==> src/rtl/bcd_conv_arb.sv <==
// Round-robin arbiter that shares one binary-to-BCD pipeline between NREQ requesters.
// Optional BCD_ARB_SAT_EN: clamp issued values above 999 and flag them on res_err.
module bcd_conv_arb #(
  parameter int NREQ = 4,
  parameter int LAT  = 3,
  parameter int IDW  = 2
) (
  input  logic                 clk,
  input  logic                 rst,
  input  logic                 en,
  input  logic [NREQ-1:0]      req,
  input  logic [10*NREQ-1:0]   bin_in,
  output logic [NREQ-1:0]      gnt,
  output logic [9:0]           pipe_bin,
  output logic                 pipe_vld,
  input  logic [16:0]          pipe_bcd_r,
  input  logic                 pipe_vld_r,
  output logic [16:0]          res_bcd,
  output logic [IDW-1:0]       res_id,
  output logic                 res_vld,
  output logic                 res_err,
  output logic                 idle,
  output logic                 sync_err
);
  localparam int CW = $clog2(LAT + 2);

  typedef enum logic [1:0] {S_IDLE = 2'd0, S_RUN = 2'd1, S_DRAIN = 2'd2} state_t;

  state_t         state_r;
  logic [IDW-1:0] ptr_r;
  logic [IDW-1:0] gidx_s;
  logic           any_gnt_s;
  logic           retire_s;
  logic [9:0]     raw_bin_s;
  logic [9:0]     issue_bin_s;
  logic           issue_err_s;
  logic [CW-1:0]  cnt_r;
  logic [CW-1:0]  cnt_nxt_s;
  logic           tag_vld_r [0:LAT];
  logic [IDW-1:0] tag_id_r  [0:LAT];
  logic           tag_err_r [0:LAT];
  logic [9:0]     issue_bin_r;
  logic           issue_vld_r;
  logic [16:0]    res_bcd_r;
  logic [IDW-1:0] res_id_r;
  logic           res_vld_r;
  logic           res_err_r;
  logic           idle_r;
  logic           sync_err_r;

  function automatic int rr_idx(input logic [IDW-1:0] p, input int k);
    return (int'(p) + k) % NREQ;
  endfunction

  // Round-robin search: walk downward so the lowest offset from ptr_r wins.
  always_comb begin
    gidx_s = '0;
    for (int k = NREQ - 1; k >= 0; k--) begin
      gidx_s = req[IDW'(rr_idx(ptr_r, k))] ? IDW'(rr_idx(ptr_r, k)) : gidx_s;
    end
  end

  assign any_gnt_s = en && !rst && (|req);
  assign gnt       = any_gnt_s ? (NREQ'(1) << gidx_s) : '0;
  assign retire_s  = tag_vld_r[LAT];
  assign cnt_nxt_s = cnt_r + CW'(any_gnt_s) - CW'(retire_s);

  // Select the granted requester's 10-bit slice.
  always_comb begin
    raw_bin_s = 10'd0;
    for (int k = 0; k < NREQ; k++) begin
      raw_bin_s = raw_bin_s | ((gidx_s == IDW'(k)) ? bin_in[10*k +: 10] : 10'd0);
    end
  end

`ifdef BCD_ARB_SAT_EN
  assign issue_err_s = (raw_bin_s > 10'd999);
  assign issue_bin_s = issue_err_s ? 10'd999 : raw_bin_s;
`else
  assign issue_err_s = 1'b0;
  assign issue_bin_s = raw_bin_s;
`endif

  // Issue, tag tracking, retirement, sequencing state and status flags.
  always_ff @(posedge clk) begin
    if (rst) begin
      state_r     <= S_IDLE;
      ptr_r       <= '0;
      cnt_r       <= '0;
      issue_bin_r <= 10'd0;
      issue_vld_r <= 1'b0;
      res_bcd_r   <= 17'd0;
      res_id_r    <= '0;
      res_vld_r   <= 1'b0;
      res_err_r   <= 1'b0;
      idle_r      <= 1'b1;
      sync_err_r  <= 1'b0;
      for (int i = 0; i <= LAT; i++) begin
        tag_vld_r[i] <= 1'b0;
        tag_id_r[i]  <= '0;
        tag_err_r[i] <= 1'b0;
      end
    end else begin
      issue_vld_r <= any_gnt_s;
      if (any_gnt_s) begin
        issue_bin_r <= issue_bin_s;
        ptr_r       <= (gidx_s == IDW'(NREQ - 1)) ? '0 : gidx_s + IDW'(1);
      end else begin
        issue_bin_r <= issue_bin_r;
        ptr_r       <= ptr_r;
      end

      tag_vld_r[0] <= any_gnt_s;
      tag_id_r[0]  <= gidx_s;
      tag_err_r[0] <= issue_err_s;
      for (int i = 1; i <= LAT; i++) begin
        tag_vld_r[i] <= tag_vld_r[i-1];
        tag_id_r[i]  <= tag_id_r[i-1];
        tag_err_r[i] <= tag_err_r[i-1];
      end

      res_vld_r <= retire_s && pipe_vld_r;
      if (retire_s && pipe_vld_r) begin
        res_bcd_r <= pipe_bcd_r;
        res_id_r  <= tag_id_r[LAT];
        res_err_r <= tag_err_r[LAT];
      end else begin
        res_bcd_r <= res_bcd_r;
        res_id_r  <= res_id_r;
        res_err_r <= res_err_r;
      end

      // A result without a tag, or a tag without a result, means the pipeline lost sync.
      sync_err_r <= sync_err_r | (retire_s ^ pipe_vld_r);
      cnt_r      <= cnt_nxt_s;
      idle_r     <= (cnt_r == '0) && !any_gnt_s;

      case (state_r)
        S_IDLE:  state_r <= any_gnt_s ? S_RUN : S_IDLE;
        S_RUN: begin
          if (!en) begin
            state_r <= (cnt_nxt_s != '0) ? S_DRAIN : S_IDLE;
          end else begin
            state_r <= ((cnt_nxt_s == '0) && !any_gnt_s) ? S_IDLE : S_RUN;
          end
        end
        S_DRAIN: state_r <= any_gnt_s ? S_RUN : ((cnt_nxt_s == '0) ? S_IDLE : S_DRAIN);
        default: state_r <= S_IDLE;
      endcase
    end
  end

  assign pipe_bin = issue_bin_r;
  assign pipe_vld = issue_vld_r;
  assign res_bcd  = res_bcd_r;
  assign res_id   = res_id_r;
  assign res_vld  = res_vld_r;
  assign res_err  = res_err_r;
  assign idle     = idle_r;
  assign sync_err = sync_err_r;

endmodule

==> config.mk <==
export PLATFORM = sky130hd
export DESIGN_NAME = bcd_conv_arb
export DESIGN_NICKNAME = d
export VERILOG_FILES = /design/src/rtl/bcd_conv_arb.sv
export SDC_FILE = /design/constraint.sdc
export NUM_CORES = 1
export LEC_CHECK = 0
export ABC_CLOCK_PERIOD_IN_PS = 5200
export BUFFER_PORTS_ARGS = -buffer_cell sky130_fd_sc_hd__buf_2
export CAP_MARGIN = 20
export CORE_ASPECT_RATIO = 1.5
export CORE_UTILIZATION = 49
export CTS_CLUSTER_DIAMETER = 30
export DETAILED_ROUTE_END_ITERATION = 10
export PLACE_DENSITY = 0.84
export SYNTH_ARGS = -nofsm -noshare
export SYNTH_HDL_FRONTEND = slang
export SYNTH_SLANG_ARGS = --single-unit
==> constraint.sdc <==
create_clock -name clk -period 5.2 [get_ports clk]
set_input_delay 0.26 -clock clk [delete_from_list [all_inputs] [get_ports clk]]
set_output_delay 0.26 -clock clk [all_outputs]
set_load 0.1 [all_outputs]
==> results.txt <==
The flow ran to the end, and the final reports show no timing, DRC or antenna violations. The number of synthesized flops with an enable pin is 0. Power spread over the standard cell area amounts to 325 nW/µm². The fraction of the cycle the final worst path needs is 0.506. Clock tree synthesis found a total of 54 sinks. The global-route total usage across every layer came out at 0.190. The normalized max-slew margin came out at 0.493.

The number of buffers added for setup after CTS came out at 0. The layout overhead on the synthesized area is 29.0%. The largest net degree at the start of global routing came out at 42. The worst hold path depth is 3. Setup repair after global routing left no endpoint under its margin. The worst path arrival time is 2.37 ns. The initial utilization of the core area, before any placement, comes to 0.515. The die is 56.6 µm wide. In this run the critical register-to-register path is launched from ptr_r[0]$_SDFFE_PP0N_. The worst path needs 2.63 ns of the cycle, external delays included.

In the synthesized netlist the async set-or-reset flop fraction comes to 0. The residual overflow from global routing came out at 0. 103 I/O pins were placed. After floorplanning, the core was divided into 29 placement rows. The buffer type at the clock tree root is sky130_fd_sc_hd__clkbuf_8.

After synthesis the cells add up to 2190 µm². The total via count after detailed routing came out at 1,891. The number of buffers added to fix hold violations after cts came out at 0.

The vias per cell came out at 5.39. The capturing point of the worst reg2reg path is pipe_bin[9]$_SDFFE_PP0N_. In this run the tool buffered the top-level ports with 102 buffer cells. The antenna cell count is 0. The count of endpoints failing hold in the final timing report is 0. The ratio of cells with drive above 1 in the final layout came out at 0.377.

The area fraction in compound gates after synthesis is 0.169. By area, the combinational part of the netlist is dominated by compound AO/OA/AOI/OAI gates. The post-route total power is 0.000917 W. The cell count after synthesis came out at 206. For this design the static power due to leakage is 1.35 nW.

TritonCTS built the clock tree. The final-layout fill cell count is 363. The most used flip-flop cell after synthesis is sky130_fd_sc_hd__dfxtp_1.

The cell depth of the worst flop-to-flop path is 7. The maximum fanout along the worst path came out at 11. Measured on the finished design, the core utilization comes to 0.665. The final total negative setup slack came out at 0 ns. The first global-routing pass estimated 7.26 mm of wire. The source of the worst hold timing path is pipe_bcd_r[6].

The internal reg-to-reg setup slack came out at 3.04 ns. Yosys printed 0 warnings. The maximum level of the CTS H-tree came out at 2. The worst-case hold path end point is res_bcd[6]$_SDFFE_PP0P_. For this run, the register share of the synthesized area comes to 0.494. The critical path data required time came out at 4.94 ns. For the pin with the worst max-slew slack, the measured transition is 0.761 ns. The count of state elements after synthesis came out at 54. After synthesis, the share of cell area in mux cells is 0.0915. Routability-driven placement finished with a final weighted congestion of 0.756. The number of max-slew violations in the final report came out at 0. The number of buffers inserted during clock tree synthesis came out at 5. The count of max-cap constraint violations is 0. The placeable core region came out at 4250 µm².

The post-route clock skew came out at 0.00271 ns. Counting every net in the synthesized netlist gives 279. The post-route worst setup slack came out at 2.57 ns. The setup violation total in the final timing report came out at 0. The clock latency reported for the late side of the worst-skew pair came out at 0.30 ns. The clock-pin slew on the worst setup and hold paths is 0.10 ns. The endpoint class of the critical path is a primary output. The worst hold-check slack is 0.191 ns.

The type of the tightest min-delay check is primary input to flip-flop. The vertical extent of the die came out at 83.9 µm. The post-place setup slack is 2.60 ns.

The residual DRC count came out at 0. For this block, the initial DRC count from the detailed router was 43. At the end of the flow, the number of nets in the layout was 377.

The number of unique standard cell types used by synthesis came out at 34. The startpoint kind of the worst setup timing path is a flip-flop. The post-cts sizing count is 0. The post-synthesis average cell area came out at 10.6 µm². The overall die area is 4740 µm². The initial antenna violation count is 0. Summed over all layers, the routed wires come to 4.49 mm.

The highest clock frequency the design can meet is 0.380 GHz. The iteration count of the initial detailed-routing pass came out at 4. The startpoint-to-endpoint class of the critical path is flip-flop to primary output. In the final routed layout, each cell accounts on average for 12.8 µm. Detailed placement ended at an HPWL of 3.34 mm. The simple-gate portion of the synthesized area came out at 0.147. The maximum vdd ir drop came out at 0.290 mV. The maximum buffer depth of the clock tree is 2. The number of global-route vias before repair came to 1,791. The area share of fa/ha/maj cells after synthesis came out at 0.0492. The remaining number of nets flagged by the antenna check after routing came out at 0. Of the total synthesized cell area, the portion taken by XOR and XNOR cells is 0.00800.
area by class of cell:
cell class	count	area, µm²	area share
clock buffers	5	68.8	0.0244
clock inverters	3	26.3	0.00931
inverters	8	30.0	0.0106
multi-input cells	132	1020	0.362
flip-flops and latches	54	1080	0.383
well taps	46	57.6	0.0204
repair buffers	103	538	0.191
cells by family after synthesis:
kind of cell    Yosys count
mux                      20
fa+ha+maj                 8
other cells               1
simple gates             59
xor+xnor                  2
compound gates           42
buf+inv                  20
flops                    54
critical path, stage by stage (launching register included):
cell                      delay [ns]
sky130_fd_sc_hd__dfxtp_1        0.36
sky130_fd_sc_hd__nor2b_1        0.10
sky130_fd_sc_hd__o21a_1         0.22
sky130_fd_sc_hd__nor3_1         0.28
sky130_fd_sc_hd__ha_1           0.47
sky130_fd_sc_hd__and3_1         0.22
sky130_fd_sc_hd__buf_2          0.42
power by group:
part / total [W] / switching [W] / internal, W
Combinational: 0.000238 / 0.000166 / 0.0000719
Sequential: 0.000447 / 0.0000118 / 0.000435
Clock: 0.000233 / 0.000136 / 0.0000973
Total: 0.000917 / 0.000314 / 0.000604
state kept, by name, indices dropped and copies added, names as in the netlist:
register and count:
tag_vld_r 4, cnt_r 3, sync_err 1, ptr_r 2, pipe_bin 10, tag_err_r 4, idle 1, res_err 1
tag_id_r 8, res_vld 1, res_id 2, res_bcd 17
stage by stage:
| stage | instances | area, µm² |
|---|---|---|
| global placement | 342 | 2700 |
| floorplan | 206 | 2190 |
| CTS | 350 | 2800 |
| global route | 351 | 2820 |
| finish | 351 | 2820 |
| detailed placement | 342 | 2700 |
worst max-delay path by stage:
stage                           from                   to  slack [ns]  cells after the start
5_1_grt        ptr_r[0]$_SDFFE_PP0N_               gnt[1]        2.40                      6
4_1_cts        ptr_r[0]$_SDFFE_PP0N_               gnt[1]        2.55                      6
3_5_place_dp                     rst  cnt_r[2]$_SDFF_PP0_        2.60                      9
2_1_floorplan                 req[2]               gnt[3]        2.80                      6
6_report       ptr_r[0]$_SDFFE_PP0N_               gnt[1]        2.57                      6
3_3_place_gp                     rst  cnt_r[2]$_SDFF_PP0_        2.64                      9
cells in the final DEF, fill, tap and decap left out, drive strengths merged, types with 3 or more instances in the layout:
cell type,count
a22o,10
dfxtp,54
mux2i,20
ha,7
clkinv,3
inv,8
nand2,4
clkbuf,5
and3,4
nor2,25
a221oi,10
o2bb2ai,10
a21oi,3
nor2b,18
buf,103
metal layers:
metal	routed length [µm]	GRT usage	vias up
met5	0	0	-
met4	53	0.0621	0
met3	306	0.0465	6
met2	2380	0.351	87
met1	1750	0.204	869
li1	-	-	929
synthesized netlist by cell type (2+ instances only):
| library cell | instances | area share |
|---|---|---|
| sky130_fd_sc_hd__a221oi_1 | 10 | 0.040 |
| sky130_fd_sc_hd__nor2_1 | 24 | 0.041 |
| sky130_fd_sc_hd__a22o_1 | 10 | 0.040 |
| sky130_fd_sc_hd__nand2b_1 | 2 | 0.0057 |
| sky130_fd_sc_hd__o2bb2ai_1 | 10 | 0.040 |
| sky130_fd_sc_hd__clkbuf_1 | 8 | 0.014 |
| sky130_fd_sc_hd__a21oi_1 | 3 | 0.0069 |
| sky130_fd_sc_hd__and3_1 | 4 | 0.011 |
| sky130_fd_sc_hd__xnor2_1 | 2 | 0.0080 |
| sky130_fd_sc_hd__inv_1 | 8 | 0.014 |
| sky130_fd_sc_hd__nor3_1 | 2 | 0.0046 |
| sky130_fd_sc_hd__nand2_1 | 3 | 0.0051 |
| sky130_fd_sc_hd__ha_1 | 7 | 0.040 |
| sky130_fd_sc_hd__mux2i_1 | 20 | 0.091 |
| sky130_fd_sc_hd__nor2b_1 | 18 | 0.051 |
| sky130_fd_sc_hd__buf_2 | 3 | 0.0069 |
| sky130_fd_sc_hd__nor4_1 | 2 | 0.0057 |
| sky130_fd_sc_hd__dfxtp_1 | 54 | 0.49 |
Power figures use the tool's default switching activity.
